File: src/rtl/reset_sequencer.sv
// Reset sequencer: merges watchdog, external-pin and power-on resets, stretches the
// request to a minimum width, then releases peripherals first and the CPU core later.
module reset_sequencer #(
    parameter int unsigned STRETCH     = 16,
    parameter int unsigned CPU_DELAY   = 8,
    parameter int unsigned SYNC_STAGES = 2
) (
    input  logic       clk,
    input  logic       power_on_reset_n,
    input  logic       wdt_reset,
    input  logic       ext_reset_n,
    output logic       periph_reset,
    output logic       cpu_reset,
    output logic       in_reset,
    output logic [1:0] reset_cause
);

    localparam int unsigned MAX_CNT = (STRETCH > CPU_DELAY) ? STRETCH : CPU_DELAY;
    localparam int unsigned CW      = $clog2(MAX_CNT) + 1;

    localparam logic [CW-1:0] STRETCH_LOAD = CW'(STRETCH - 1);
    localparam logic [CW-1:0] CPU_LOAD     = CW'(CPU_DELAY - 1);

    localparam logic [1:0] CAUSE_POR = 2'b00;
    localparam logic [1:0] CAUSE_WDT = 2'b01;
    localparam logic [1:0] CAUSE_EXT = 2'b10;

    typedef enum logic [1:0] {
        ST_ASSERT  = 2'd0,
        ST_RELEASE = 2'd1,
        ST_RUN     = 2'd2
    } state_t;

    state_t                 state_q;
    state_t                 state_d;
    logic [CW-1:0]          cnt_q;
    logic [CW-1:0]          cnt_d;
    logic                   periph_d;
    logic                   cpu_d;
    logic                   in_reset_d;
    logic [1:0]             cause_d;
    logic [SYNC_STAGES-1:0] ext_sync_q;
    logic                   ext_active;
    logic                   req;

    // External pin synchronizer; presets to 1 so the pin reads deasserted out of POR.
    always_ff @(posedge clk or negedge power_on_reset_n) begin
        if (!power_on_reset_n) begin
            ext_sync_q <= '1;
        end else begin
            ext_sync_q <= {ext_sync_q[SYNC_STAGES-2:0], ext_reset_n};
        end
    end

    assign ext_active = ~ext_sync_q[SYNC_STAGES-1];
    assign req        = wdt_reset | ext_active;

    // Next-state logic; a request wins in every state and reloads the stretch.
    always_comb begin
        state_d    = state_q;
        cnt_d      = cnt_q;
        periph_d   = periph_reset;
        cpu_d      = cpu_reset;
        in_reset_d = in_reset;
        cause_d    = reset_cause;

        if (req) begin
            state_d    = ST_ASSERT;
            cnt_d      = STRETCH_LOAD;
            periph_d   = 1'b1;
            cpu_d      = 1'b1;
            in_reset_d = 1'b1;
            cause_d    = ext_active ? CAUSE_EXT : CAUSE_WDT;
        end else begin
            case (state_q)
                ST_ASSERT: begin
                    if (cnt_q != '0) begin
                        cnt_d = cnt_q - CW'(1);
                    end else begin
                        state_d  = ST_RELEASE;
                        cnt_d    = CPU_LOAD;
                        periph_d = 1'b0;
                    end
                end
                ST_RELEASE: begin
                    if (cnt_q != '0) begin
                        cnt_d = cnt_q - CW'(1);
                    end else begin
                        state_d    = ST_RUN;
                        cpu_d      = 1'b0;
                        in_reset_d = 1'b0;
                    end
                end
                ST_RUN: begin
                    state_d = ST_RUN;
                end
                default: begin
                    // Unreachable encoding: fall back to a full reset sequence.
                    state_d    = ST_ASSERT;
                    cnt_d      = STRETCH_LOAD;
                    periph_d   = 1'b1;
                    cpu_d      = 1'b1;
                    in_reset_d = 1'b1;
                end
            endcase
        end
    end

    // State and registered outputs.
    always_ff @(posedge clk or negedge power_on_reset_n) begin
        if (!power_on_reset_n) begin
            state_q      <= ST_ASSERT;
            cnt_q        <= STRETCH_LOAD;
            periph_reset <= 1'b1;
            cpu_reset    <= 1'b1;
            in_reset     <= 1'b1;
            reset_cause  <= CAUSE_POR;
        end else begin
            state_q      <= state_d;
            cnt_q        <= cnt_d;
            periph_reset <= periph_d;
            cpu_reset    <= cpu_d;
            in_reset     <= in_reset_d;
            reset_cause  <= cause_d;
        end
    end

    // The CPU must never run while peripherals are still held in reset.
    cpu_after_periph_a: assert property (
        @(posedge clk) disable iff (!power_on_reset_n) !(periph_reset && !cpu_reset)
    );

endmodule

File: config.mk
export PLATFORM = sky130hd
export DESIGN_NAME = reset_sequencer
export DESIGN_NICKNAME = d
export VERILOG_FILES = /design/src/rtl/reset_sequencer.sv
export SDC_FILE = /design/constraint.sdc
export NUM_CORES = 1
export LEC_CHECK = 0
export CORE_MARGIN = 2
export CORE_UTILIZATION = 46
export DETAILED_ROUTE_END_ITERATION = 12
export PLACE_DENSITY = 0.82
export SLEW_MARGIN = 30
export SYNTH_ARGS = -nofsm -noshare
export SYNTH_HDL_FRONTEND = slang
export SYNTH_SLANG_ARGS = --single-unit
File: constraint.sdc
create_clock -name clk -period 1.5 [get_ports clk]
set_input_delay 0.3 -clock clk [delete_from_list [all_inputs] [get_ports clk]]
set_output_delay 0.3 -clock clk [all_outputs]
set_load 0.01 [all_outputs]
# --- Word-level counts from Yosys, hierarchy flattened ---
# Cells that the tools add are included.
word_totals:
  wordCells: 39
  out_inout_bits: 5
  register_bits: 13
classes:
  n_addsub: 1
  reduce_logical: 8
  bitwise: 2
  eq_ne: 8
  mux: 14
ops:
  columns: ["operator", "count"]
  rows:
  - ["$mux W5", 3]
  - ["$pmux W5 S3", 1]
  - ["$ne A3 B3 Y1 const B", 3]
  - ["$mux W2", 4]
  - ["$reduce_and A2 Y1", 4]
  - ["$pmux W2 S3", 1]
  - ["$reduce_bool A5 Y1", 1]
  - ["$sub A5 B1 Y5 const B", 1]
  - ["$ne A2 B1 Y1 const B", 2]
  - ["$pmux W1 S2", 2]
  - ["$reduce_or A2 Y1", 2]
  - ["$mux W1", 3]
  - ["$eq A2 B1 Y1 const B", 1]
  - ["$eq A2 B2 Y1 const B", 1]
  - ["$logic_not A2 Y1", 1]
  - ["$ne A2 B2 Y1 const B", 1]
  - ["$not A1 Y1", 1]
  - ["$or A1 B1 Y1", 1]

# --- Longest topological paths before layout ---
logic_depth:
  word_depth: 4
  ltp_mapped: 6
  mapped_depth_nobuf: 5

# --- Worst setup path before layout ---
# Ideal clock, no wire load.
synth_timing:
  path_kind: "reg2reg"
  startpoint: "reg cnt_q[0]"
  endpoint: "reg state_q[0]"
  setup_time_ns: 0.125
  n_path_buf: 1
  arrival_ns: 1.412
  t_required_ns: 1.375
  path_slack_ns: -0.038
  path_stages_with_launch: 7
  path_cell_list: "dfstp_2 -> inv_1 -> ha_1 -> or4b_1 -> buf_2 -> a21oi_1 -> a211oi_2"
synth_between:
  elab_chain_cells: 3
  word_cells_on_any_way: 4
  cone_classes: "eq/ne: 2; reduce/logical: 2"
synth_rtl:
  columns: ["element", "line_no", "text"]
  rows:
  - ["start, declared", "36", "logic [CW-1:0] cnt_q;"]
  - ["start signal, assigned", "120", "cnt_q <= cnt_d;"]
  - ["$reduce_bool A5 Y1 (*)", "77, 86", null]
  - ["$ne A3 B3 Y1 (no source line)", null, null]
  - ["$reduce_and A2 Y1 (no source line) (*)", null, null]
  - ["end signal, assigned", "119", "state_q <= state_d;"]
  - ["end, declared", "34", "state_t state_q;"]
# Every way passes the cells marked *; elsewhere a longest branch is shown, timed or not.
# A chain may end at the register's enable or synchronous reset.

# --- Worst setup path after layout ---
layout_timing:
  startpoint: "reg cnt_q[0]"
  endpoint: "reg cnt_q[3]"
layout_between:
  elab_chain_cells: 4
  word_cells_on_any_way: 8
  cone_classes: "add/sub: 1; eq/ne: 1; mux: 4; reduce/logical: 2"
layout_rtl:
  columns: ["element", "line_no", "text"]
  rows:
  - ["$sub A5 B1 Y5 or $reduce_bool A5 Y1 (tied branches)", null, null]
  - ["$mux W5, on equally long branches", "86, 77", null]
  - ["$pmux W5 S3", "75", "case (state_q)"]
  - ["$mux W5", "67", "if (req) begin"]
# Parallel ways exist; a longest one is shown, timed or not. The select of a mux whose other input is x is not followed.

==> metrics.txt <==
Num CTS Buffers=3; initial core utilization=50.19%; clk_lat worst skew=~0.29 ns; Via density=5.634; DR vias=569; CORE AREA=approximately 1300 um^2; Worst EP arrival=between 1.5 and 2 ns; most common cell after layout, fill and taps aside=buf_4; CTS max path bufs=2; Final period util=100.6%; fraction of layout cells with a size suffix above 1=between 40% and 50%; DR DRC count=0; maximum vdd ir drop=0.0007361 V; fillcell total=95; #FFs+latches synth=13; commonest cells after routing, fill and taps aside=buf_4 (11), dfstp_2 (8), nand2_1 (5), dfrtp_1 (5), clkdlybuf4s50_1 (4); Most used DFF post-synth=dfstp_2; sequential area share after synthesis=50.09%; Hold-fix buffers, CTS=0; status=finished with violations; Die Wd=42.15 um; CP endpoint kind=flop; placed cell count=95; nets=95; Sink Count=13; vias in the first global route=625; Setup Viol. Count Final=1; Final Routed Wirelength=1.533 mm; n_diodes=0; CP Class=reg -> reg; post-route ant nets=0; Port Buf Inserts=8; Die ar.=1776 um^2; HPWL Detailed=1.094 mm; drt wl/cell=15.18 um; worst slew pin tran=0.3202 ns; clock-pin slew on the worst setup and hold paths=0.09 ns; setup_tns=-0.008350 ns; failing checks=negative setup slack; Pwr Density=712.9 nW/um^2; DRT iter0 DRCs=5; RSZ-0062 raised after global routing=true; row cnt=13; max incr delay on CP=0.55 ns; TritonCTS clock tree=built; die height=42.15 um; CP delay by family, top=flip-flops; final worst slack=-0.008350 ns; Placer Congestion=0.8500; Syn Area/Cell=a little over 10 um^2; H-tree depth=1; Mapped Cells=65; io pins=9; Root Buffer=clkbuf_4; Yosys cell types=29; Critical Path, Cell by Cell=inv_2 -> ha_4 -> nor4b_4 -> buf_4 -> or3_1 -> nand3_1; synthesis-to-finish area growth=37.01%; CP max FO=5; critical path's slowest cell=dfstp_2; Critical Path Start Type=flop; syn nets=73; global-route wire length before repair=2.656 mm; initial antenna violation count=0; required time worst endpoint=1.72 ns; synth warn=0; fin crit period=1.508 ns; Clock Skews=~0.012 ns; async set-reset flop share out of synthesis=100.0%; post-synthesis cell area=669.4 um^2; Worst Hold Class=in -> async; LEAKAGE=0.3659 nW; global route overflow=0; Final Max Tran Viols=0; largest net degree at the start of global routing=14; WP buf/inv=2; Max Fclk=0.6630 GHz; Post-synth EDFFs=0; MaxCap Viol Count=0; GRT Resource Usage Total=20.20%; TritonRoute pass-1 iters=4; Final Non-Filler Cells=between 100 and 150; Final Hold Viols=0; Rel. slew slack=78.61%
cells in the mapped netlist (2+ instances only):
master | number | share of area, %
nand3_1 | 3 | 2.2
a21oi_1 | 4 | 3.0
inv_1 | 6 | 3.4
nor2_1 | 3 | 1.7
dfstp_2 | 8 | 31
nand2_1 | 5 | 2.8
ha_1 | 4 | 7.5
o21ai_0 | 6 | 4.5
dfrtp_1 | 5 | 19
nand2b_1 | 2 | 1.9
final cells by class:
class	count	area [um^2]	share of cell area (%)
clock buffer	3	22.52	2.456
clock inverter	1	5.005	0.5457
inverter	6	22.52	2.456
multi-input combinational	44	351.6	38.34
sequential	13	335.3	36.56
tap	15	18.77	2.046
timing repair buffer	19	161.4	17.60
stage by stage:
step	instance area [um^2]	worst slack, ns	utilization, %	total power [mW]	hold slack [ns]
after global placement	835.8	0.01517	62.66	0.4259	0.3495
after floorplan	688.2	0.008941	-	0.3918	0.004409
after detailed placement	835.8	-0.07909	62.66	0.4287	0.3481
final	917.1	-0.008350	68.76	0.6538	0.3116
after global routing	917.1	-0.06577	68.76	0.6812	0.3265
after CTS	895.9	-0.007348	67.17	0.6548	0.3213
layer usage:
metal | share of wire, % | global-route usage [%]
met1 | 44 | 22.62
met2 | 47 | 33.13
met3 | 4.0 | 4.310
met4 | 4.6 | 15.63
met5 | 0 | 0
power by group:
group	internal, mW	switching [mW]
combinational	0.0327	0.0278
clock	0.0992	0.125
sequential	0.364	0.00530
total	0.496	0.158
sequential cells by signal, indices dropped and copies added, names as in the netlist:
signal,flops
cnt_q,5
state_q,2
ext_sync_q,2
in_reset,1
periph_reset,1
reset_cause,2
worst paths after layout:
kind                                  startpoint  slack, ns  cells after the start       endpoint
worst max-delay path                    cnt_q[0]     -0.008                      6       cnt_q[3]
worst min-delay path            power_on_reset_n       0.31                      2     state_q[0]
worst max register to register          cnt_q[0]     -0.008                      6       cnt_q[3]
worst min register to register     ext_sync_q[0]       0.36                      0  ext_sync_q[1]
max in group asynchronous       power_on_reset_n       0.94                      2       cnt_q[2]
min in group clk                   ext_sync_q[0]       0.36                      0  ext_sync_q[1]
cells by family after synthesis:
group                      count (synthesis)  share of synthesized area [%]
AOI/OAI and AO/OA                         19                          19.63
adders and majority gates                  4                          7.477
and+or+nand+nor                           21                          17.57
DFF                                       13                          50.09
buffers and inverters                      8                          5.233
repair_timing:
action | 4_1_cts | 5_1_grt
buffers inserted | 1 | 1
cloned | 0 | 0
gates resized for setup | 9 | 5
setup endpoints to repair | 9 | 10
pin swaps | 2 | 2
No activity file was read; power rests on OpenSTA's default activity.
